--- config.mk ---
export PLATFORM = sky130hd
export DESIGN_NAME = alu_dec_pipe
export DESIGN_NICKNAME = d
export VERILOG_FILES = /design/src/rtl/alu_dec_pipe.sv
export SDC_FILE = /design/constraint.sdc
export NUM_CORES = 1
export LEC_CHECK = 0
export ABC_AREA = 1
export BUFFER_PORTS_ARGS = -buffer_cell sky130_fd_sc_hd__buf_2
export CAP_MARGIN = 20
export CORE_ASPECT_RATIO = 1.1
export CORE_MARGIN = 2
export CORE_UTILIZATION = 44
export CTS_CLUSTER_SIZE = 12
export DETAILED_ROUTE_END_ITERATION = 16
export PLACE_DENSITY_LB_ADDON = 0.1
export SLEW_MARGIN = 10
export SYNTH_ARGS = -nofsm -noshare
export SYNTH_HDL_FRONTEND = slang
export SYNTH_SLANG_ARGS = --single-unit
--- constraint.sdc ---
create_clock -name clk -period 1.4 [get_ports clk]
set_input_delay 0.07 -clock clk [delete_from_list [all_inputs] [get_ports clk]]
set_output_delay 0.07 -clock clk [all_outputs]
set_load 0.01 [all_outputs]
--- src/rtl/alu_dec_pipe.sv ---
// Registered, handshaked ALU-control decoder for the MIPS execute stage.
// Decodes opcode/funct into an ALU control word plus immediate/mult-div/illegal
// flags with one cycle of latency, and holds off upstream while the iterative
// mult/div unit is busy after a mult/div word issues.
module alu_dec_pipe #(
  parameter int CTRL_W     = 4,
  parameter int MULDIV_LAT = 4,
  parameter bit EN_IMM     = 1'b1
) (
  input  logic              clk,
  input  logic              reset,
  input  logic              flush,
  input  logic              in_valid,
  output logic              in_ready,
  input  logic [31:0]       instr,
  output logic              out_valid,
  input  logic              out_ready,
  output logic [CTRL_W-1:0] out_alu_ctrl,
  output logic              out_imm,
  output logic              out_muldiv,
  output logic              out_illegal
);

  typedef enum logic [3:0] {
    ALU_ADD   = 4'd0,
    ALU_SUB   = 4'd1,
    ALU_AND   = 4'd2,
    ALU_OR    = 4'd3,
    ALU_XOR   = 4'd4,
    ALU_SLT   = 4'd5,
    ALU_NOR   = 4'd6,
    ALU_SLTU  = 4'd7,
    ALU_SLL   = 4'd8,
    ALU_SRL   = 4'd9,
    ALU_SRA   = 4'd10,
    ALU_MULT  = 4'd11,
    ALU_MULTU = 4'd12,
    ALU_DIV   = 4'd13,
    ALU_DIVU  = 4'd14,
    ALU_LUI   = 4'd15
  } alu_op_e;

  typedef enum logic {
    IDLE = 1'b0,
    BUSY = 1'b1
  } state_e;

  localparam int CNT_W = (MULDIV_LAT > 0) ? $clog2(MULDIV_LAT + 1) : 1;
  localparam logic [CNT_W-1:0] LAT_CNT = CNT_W'(MULDIV_LAT);

  logic [5:0]       opcode;
  logic [5:0]       funct;
  alu_op_e          dec_op;
  logic             dec_imm;
  logic             dec_muldiv;
  logic             dec_illegal;
  logic             accept;
  logic             xfer;
  state_e           state, state_n;
  logic [CNT_W-1:0] count, count_n;
  logic             unused_instr;

  assign opcode       = instr[31:26];
  assign funct        = instr[5:0];
  assign unused_instr = ^instr[25:6];

  // Instruction decode: opcode first, R-type resolved by funct.
  always_comb begin
    dec_op      = ALU_ADD;
    dec_imm     = 1'b0;
    dec_muldiv  = 1'b0;
    dec_illegal = 1'b0;
    case (opcode)
      6'b000000: begin
        case (funct)
          6'b100000, 6'b100001: dec_op = ALU_ADD;
          6'b100010, 6'b100011: dec_op = ALU_SUB;
          6'b100100:            dec_op = ALU_AND;
          6'b100101:            dec_op = ALU_OR;
          6'b100110:            dec_op = ALU_XOR;
          6'b100111:            dec_op = ALU_NOR;
          6'b101010:            dec_op = ALU_SLT;
          6'b101011:            dec_op = ALU_SLTU;
          6'b000000:            dec_op = ALU_SLL;
          6'b000010:            dec_op = ALU_SRL;
          6'b000011:            dec_op = ALU_SRA;
          6'b011000: begin dec_op = ALU_MULT;  dec_muldiv = 1'b1; end
          6'b011001: begin dec_op = ALU_MULTU; dec_muldiv = 1'b1; end
          6'b011010: begin dec_op = ALU_DIV;   dec_muldiv = 1'b1; end
          6'b011011: begin dec_op = ALU_DIVU;  dec_muldiv = 1'b1; end
          default:              dec_illegal = 1'b1;
        endcase
      end
      6'b100011, 6'b101011: begin
        dec_op  = ALU_ADD;
        dec_imm = 1'b1;
      end
      6'b000100, 6'b000101: dec_op = ALU_SUB;
      // I-type ALU group 001xxx: low three opcode bits select the operation.
      6'b001000, 6'b001001, 6'b001010, 6'b001011,
      6'b001100, 6'b001101, 6'b001110, 6'b001111: begin
        if (EN_IMM) begin
          dec_imm = 1'b1;
          case (opcode[2:0])
            3'b000, 3'b001: dec_op = ALU_ADD;
            3'b010:         dec_op = ALU_SLT;
            3'b011:         dec_op = ALU_SLTU;
            3'b100:         dec_op = ALU_AND;
            3'b101:         dec_op = ALU_OR;
            3'b110:         dec_op = ALU_XOR;
            default:        dec_op = ALU_LUI;
          endcase
        end else begin
          dec_illegal = 1'b1;
        end
      end
      default: dec_illegal = 1'b1;
    endcase
  end

  assign xfer     = out_valid & out_ready;
  assign in_ready = ~flush & (state == IDLE) & ~(out_valid & out_muldiv)
                  & (~out_valid | out_ready);
  assign accept   = in_valid & in_ready;

  // Busy-tracking state and countdown registers.
  always_ff @(posedge clk or posedge reset) begin
    if (reset) begin
      state <= IDLE;
      count <= '0;
    end else begin
      state <= state_n;
      count <= count_n;
    end
  end

  // Enter BUSY on a mult/div issue (flush does not cancel it); leave when the count expires.
  always_comb begin
    state_n = state;
    count_n = count;
    case (state)
      IDLE: begin
        if (xfer && out_muldiv && (MULDIV_LAT > 0)) begin
          state_n = BUSY;
          count_n = LAT_CNT;
        end
      end
      BUSY: begin
        count_n = count - CNT_W'(1);
        if (count_n == '0) begin
          state_n = IDLE;
        end
      end
      default: begin
        state_n = IDLE;
        count_n = '0;
      end
    endcase
  end

  // Output register: flush drops the valid but keeps the last decoded fields.
  always_ff @(posedge clk or posedge reset) begin
    if (reset) begin
      out_valid    <= 1'b0;
      out_alu_ctrl <= '0;
      out_imm      <= 1'b0;
      out_muldiv   <= 1'b0;
      out_illegal  <= 1'b0;
    end else if (flush) begin
      out_valid <= 1'b0;
    end else if (accept) begin
      out_valid    <= 1'b1;
      out_alu_ctrl <= CTRL_W'(dec_op);
      out_imm      <= dec_imm;
      out_muldiv   <= dec_muldiv;
      out_illegal  <= dec_illegal;
    end else if (xfer) begin
      out_valid <= 1'b0;
    end
  end

endmodule
==> impl_metrics.py <==
metrics = {
    "drt": {
        "vias_per_cell": 4.75,
        "routedWlPerCell_um": 9.53,
        "drt_wl_total_um": 1970,
        "drt_pass1_iterations": 4,
        "drc": 0,
        "num_vias": 983,
        "ant_nets": 0,
        "drt_iter0_markers": 22,
    },
    "grt": {
        "grt_pass1_vias": 892,
        "grt_antenna_before_repair": 0,
        "grt_use_met3_pct": 2.78,
        "globalRouteOverflowTotal": 0,
        "grt_max_degree": 13,
        "gr-usage-met1_pct": 19.8,
        "grt_busiest_layer": "met2",
        "met2_usage_pct": 31.5,
        "grt_first_pass_wirelength_um": 3260,
        "grt_usage_pct": 18.1,
    },
    "critical_path": {
        "startpoint": "count[0]",
        "worstSetupEndpointType": "register",
        "critical_path_arrival_ns": 1.41,
        "cp-start-kind": "register",
        "worstSetupPathType": "reg2reg",
        "reg2reg_slack_ns": 0.13,
        "path_max_fanout": 3,
        "r2r-start": "count[0]",
        "r2r-end": "state",
        "r2r_cells": 5,
        "required_ns": 1.54,
        "cp-endpoint": "state",
    },
    "logic_synthesis": {
        "synth_ff_type": "dfrtp_1",
        "synth-edff-count": 0,
        "syn_avg_cell_area_um2": 6.14,
        "synth.ff_latch_count": 12,
        "synthDominantAreaCellType": "dfrtp_1",
        "synth_nets": 186,
        "synth.distinct_cells": 18,
        "syn_inst": 147,
        "syn_area_um2": 902,
        "synth-seq-area-share_pct": 33.3,
        "yosysMostFrequentCell": "nand2_1",
        "yosysWarnings": 0,
        "synthArstFlopShare_pct": 100,
        "synthTopCellsByArea": "dfrtp_1, nand2_1, inv_1",
        "synth_top_area_share_pct": 33.3,
        "synth_commonest_cells": "nand2_1, inv_1, nor2_1, nand3_1, dfrtp_1",
    },
    "floorplanning": {
        "die_h_um": 51.5,
        "dieArea_um2": 2430,
        "die_w_um": 47.2,
        "placementRows": 17,
        "core_um2": 1980,
        "start_util_pct": 45.6,
        "pin_count": 46,
    },
    "clocking": {
        "cts_buffer_depth": 2,
        "numCtsBuffers": 3,
        "clk_pin_slew_ns": 0.07,
        "clock-sinks": 12,
        "cts-htree-levels": 1,
        "clock_latency_ns": 0.27,
        "cts_tree": "yes",
        "cts_root_buffer": "clkbuf_4",
    },
    "sta": {
        "min_period_ns": 1.27,
        "rsz0062_at_grt": "false",
        "worst-slew-pin-transition_ns": 0.446,
        "final.setup.tns_ns": 0,
        "final-hold-violation-count": 0,
        "fin_crit_sh_pct": 90.4,
        "final.setup_skew_ns": 0.00234,
        "slew_viol_final": 0,
        "fmax_mhz": 790,
        "setup_viol": 0,
        "relSlewSlack_pct": 70.2,
        "setup_slack_ns": 0.135,
    },
    "place": {
        "dp.cells": 201,
        "globalplace.congestion": 0.873,
        "io_buffers": 25,
        "dpl.hpwl_um": 1620,
        "dp_slack_ns": 0.147,
    },
    "power": {
        "ir_drop_v": 0.000474,
        "p_leak_uw": 0.000683,
        "p_per_area_nw_per_um2": 1120,
    },
    "final_layout": {
        "drive_above_1_share_pct": 21.8,
        "syn2layout_area_growth_pct": 26.2,
        "antenna_cells": 0,
        "stdcell_count": 207,
        "nets": 219,
    },
    "run_status": {
        "outcome": "finished, final reports clean",
    },
    "flow_run": {
        "maxCapViolations": 0,
    },
    "min_path": {
        "hold_path_class": "in2reg",
    },
}
cells in the final DEF, fill, tap and decap left out, drive strengths merged, types with 2 or more instances in the layout:
cell type     n
a21oi         3
o21ai        10
nor2         21
nand4         2
buf          26
ha            2
inv          25
dfrtp        12
dlygate4sd3   2
nand2        53
nand3        14
clkbuf        4
state kept, by name, indices dropped and copies added (netlist names):
signal	cells
out_illegal	1
count	3
out_valid	1
state	1
out_alu_ctrl	4
out_muldiv	1
out_imm	1
per-layer routing:
layer / share of wire [%] / vias to the layer above / wire length, µm
li1: - / 518 / -
met1: 43 / 438 / 847
met2: 51 / 20 / 1000
met3: 2.6 / 7 / 52
met4: 3.5 / 0 / 69
met5: 0 / - / 0
power by group:
group / switching [µW] / internal (µW) / total [µW]
Clock: 112 / 158 / 271
Combinational: 279 / 198 / 477
Sequential: 62.5 / 460 / 522
per-stage QoR:
step	total power, µW	hold WS [ns]	util (%)	cell area (µm²)
2_1_floorplan	826	-0.0653	-	902
3_3_place_gp	982	0.0973	54.7	1080
3_5_place_dp	1010	0.0983	54.7	1080
4_1_cts	1290	0.0823	57.6	1140
5_1_grt	1390	0.103	57.6	1140
6_report	1270	0.0839	57.6	1140
repair_timing:
item / in CTS / in global routing
endpoints found under the hold margin: 13 / 0
setup endpoints to repair: 0 / 0
hold buffers: 2 / 0
gates resized for setup: 0 / 0
buffers inserted: 0 / 0
area by class of cell:
type	count	area, µm²
repair buffers	28	165
inverters	26	98.8
flip-flops and latches	12	300
clock buffers	4	36.3
multi-input cells	109	503
fillers	214	840
well taps	28	35.0
how the worst min path moves through the flow:
stage / start / depth (start not counted) / end / slack [ns]
after floorplan: reset / 1 / count[0] / -0.07
after global placement: reset / 2 / count[2] / 0.1
after detailed placement: reset / 2 / count[2] / 0.1
after CTS: out_ready / 4 / out_valid / 0.08
after global routing: out_ready / 4 / out_valid / 0.10
final: out_ready / 4 / out_valid / 0.08
worst max-delay path, stage by stage (launching register included):
cell and delay (ns):
dfrtp_1 0.36, inv_1 0.07, ha_1 0.20, xor2_1 0.15, o21ai_0 0.21, o21ai_0 0.14
kinds of logic (layout without fill, tap and decap cells):
family                     after synthesis  count (layout)  synth area share [%]
xor gates and xnor gates                 1               1                 0.971
and+or+nand+nor                         91              91                  43.4
buffers and inverters                   26              58                  11.0
DFF                                     12              12                  33.3
adders and majority gates                2               2                  2.77
AOI/OAI and AO/OA                       15              15                  8.60
Note: power is estimated with default switching activity, not from simulation.
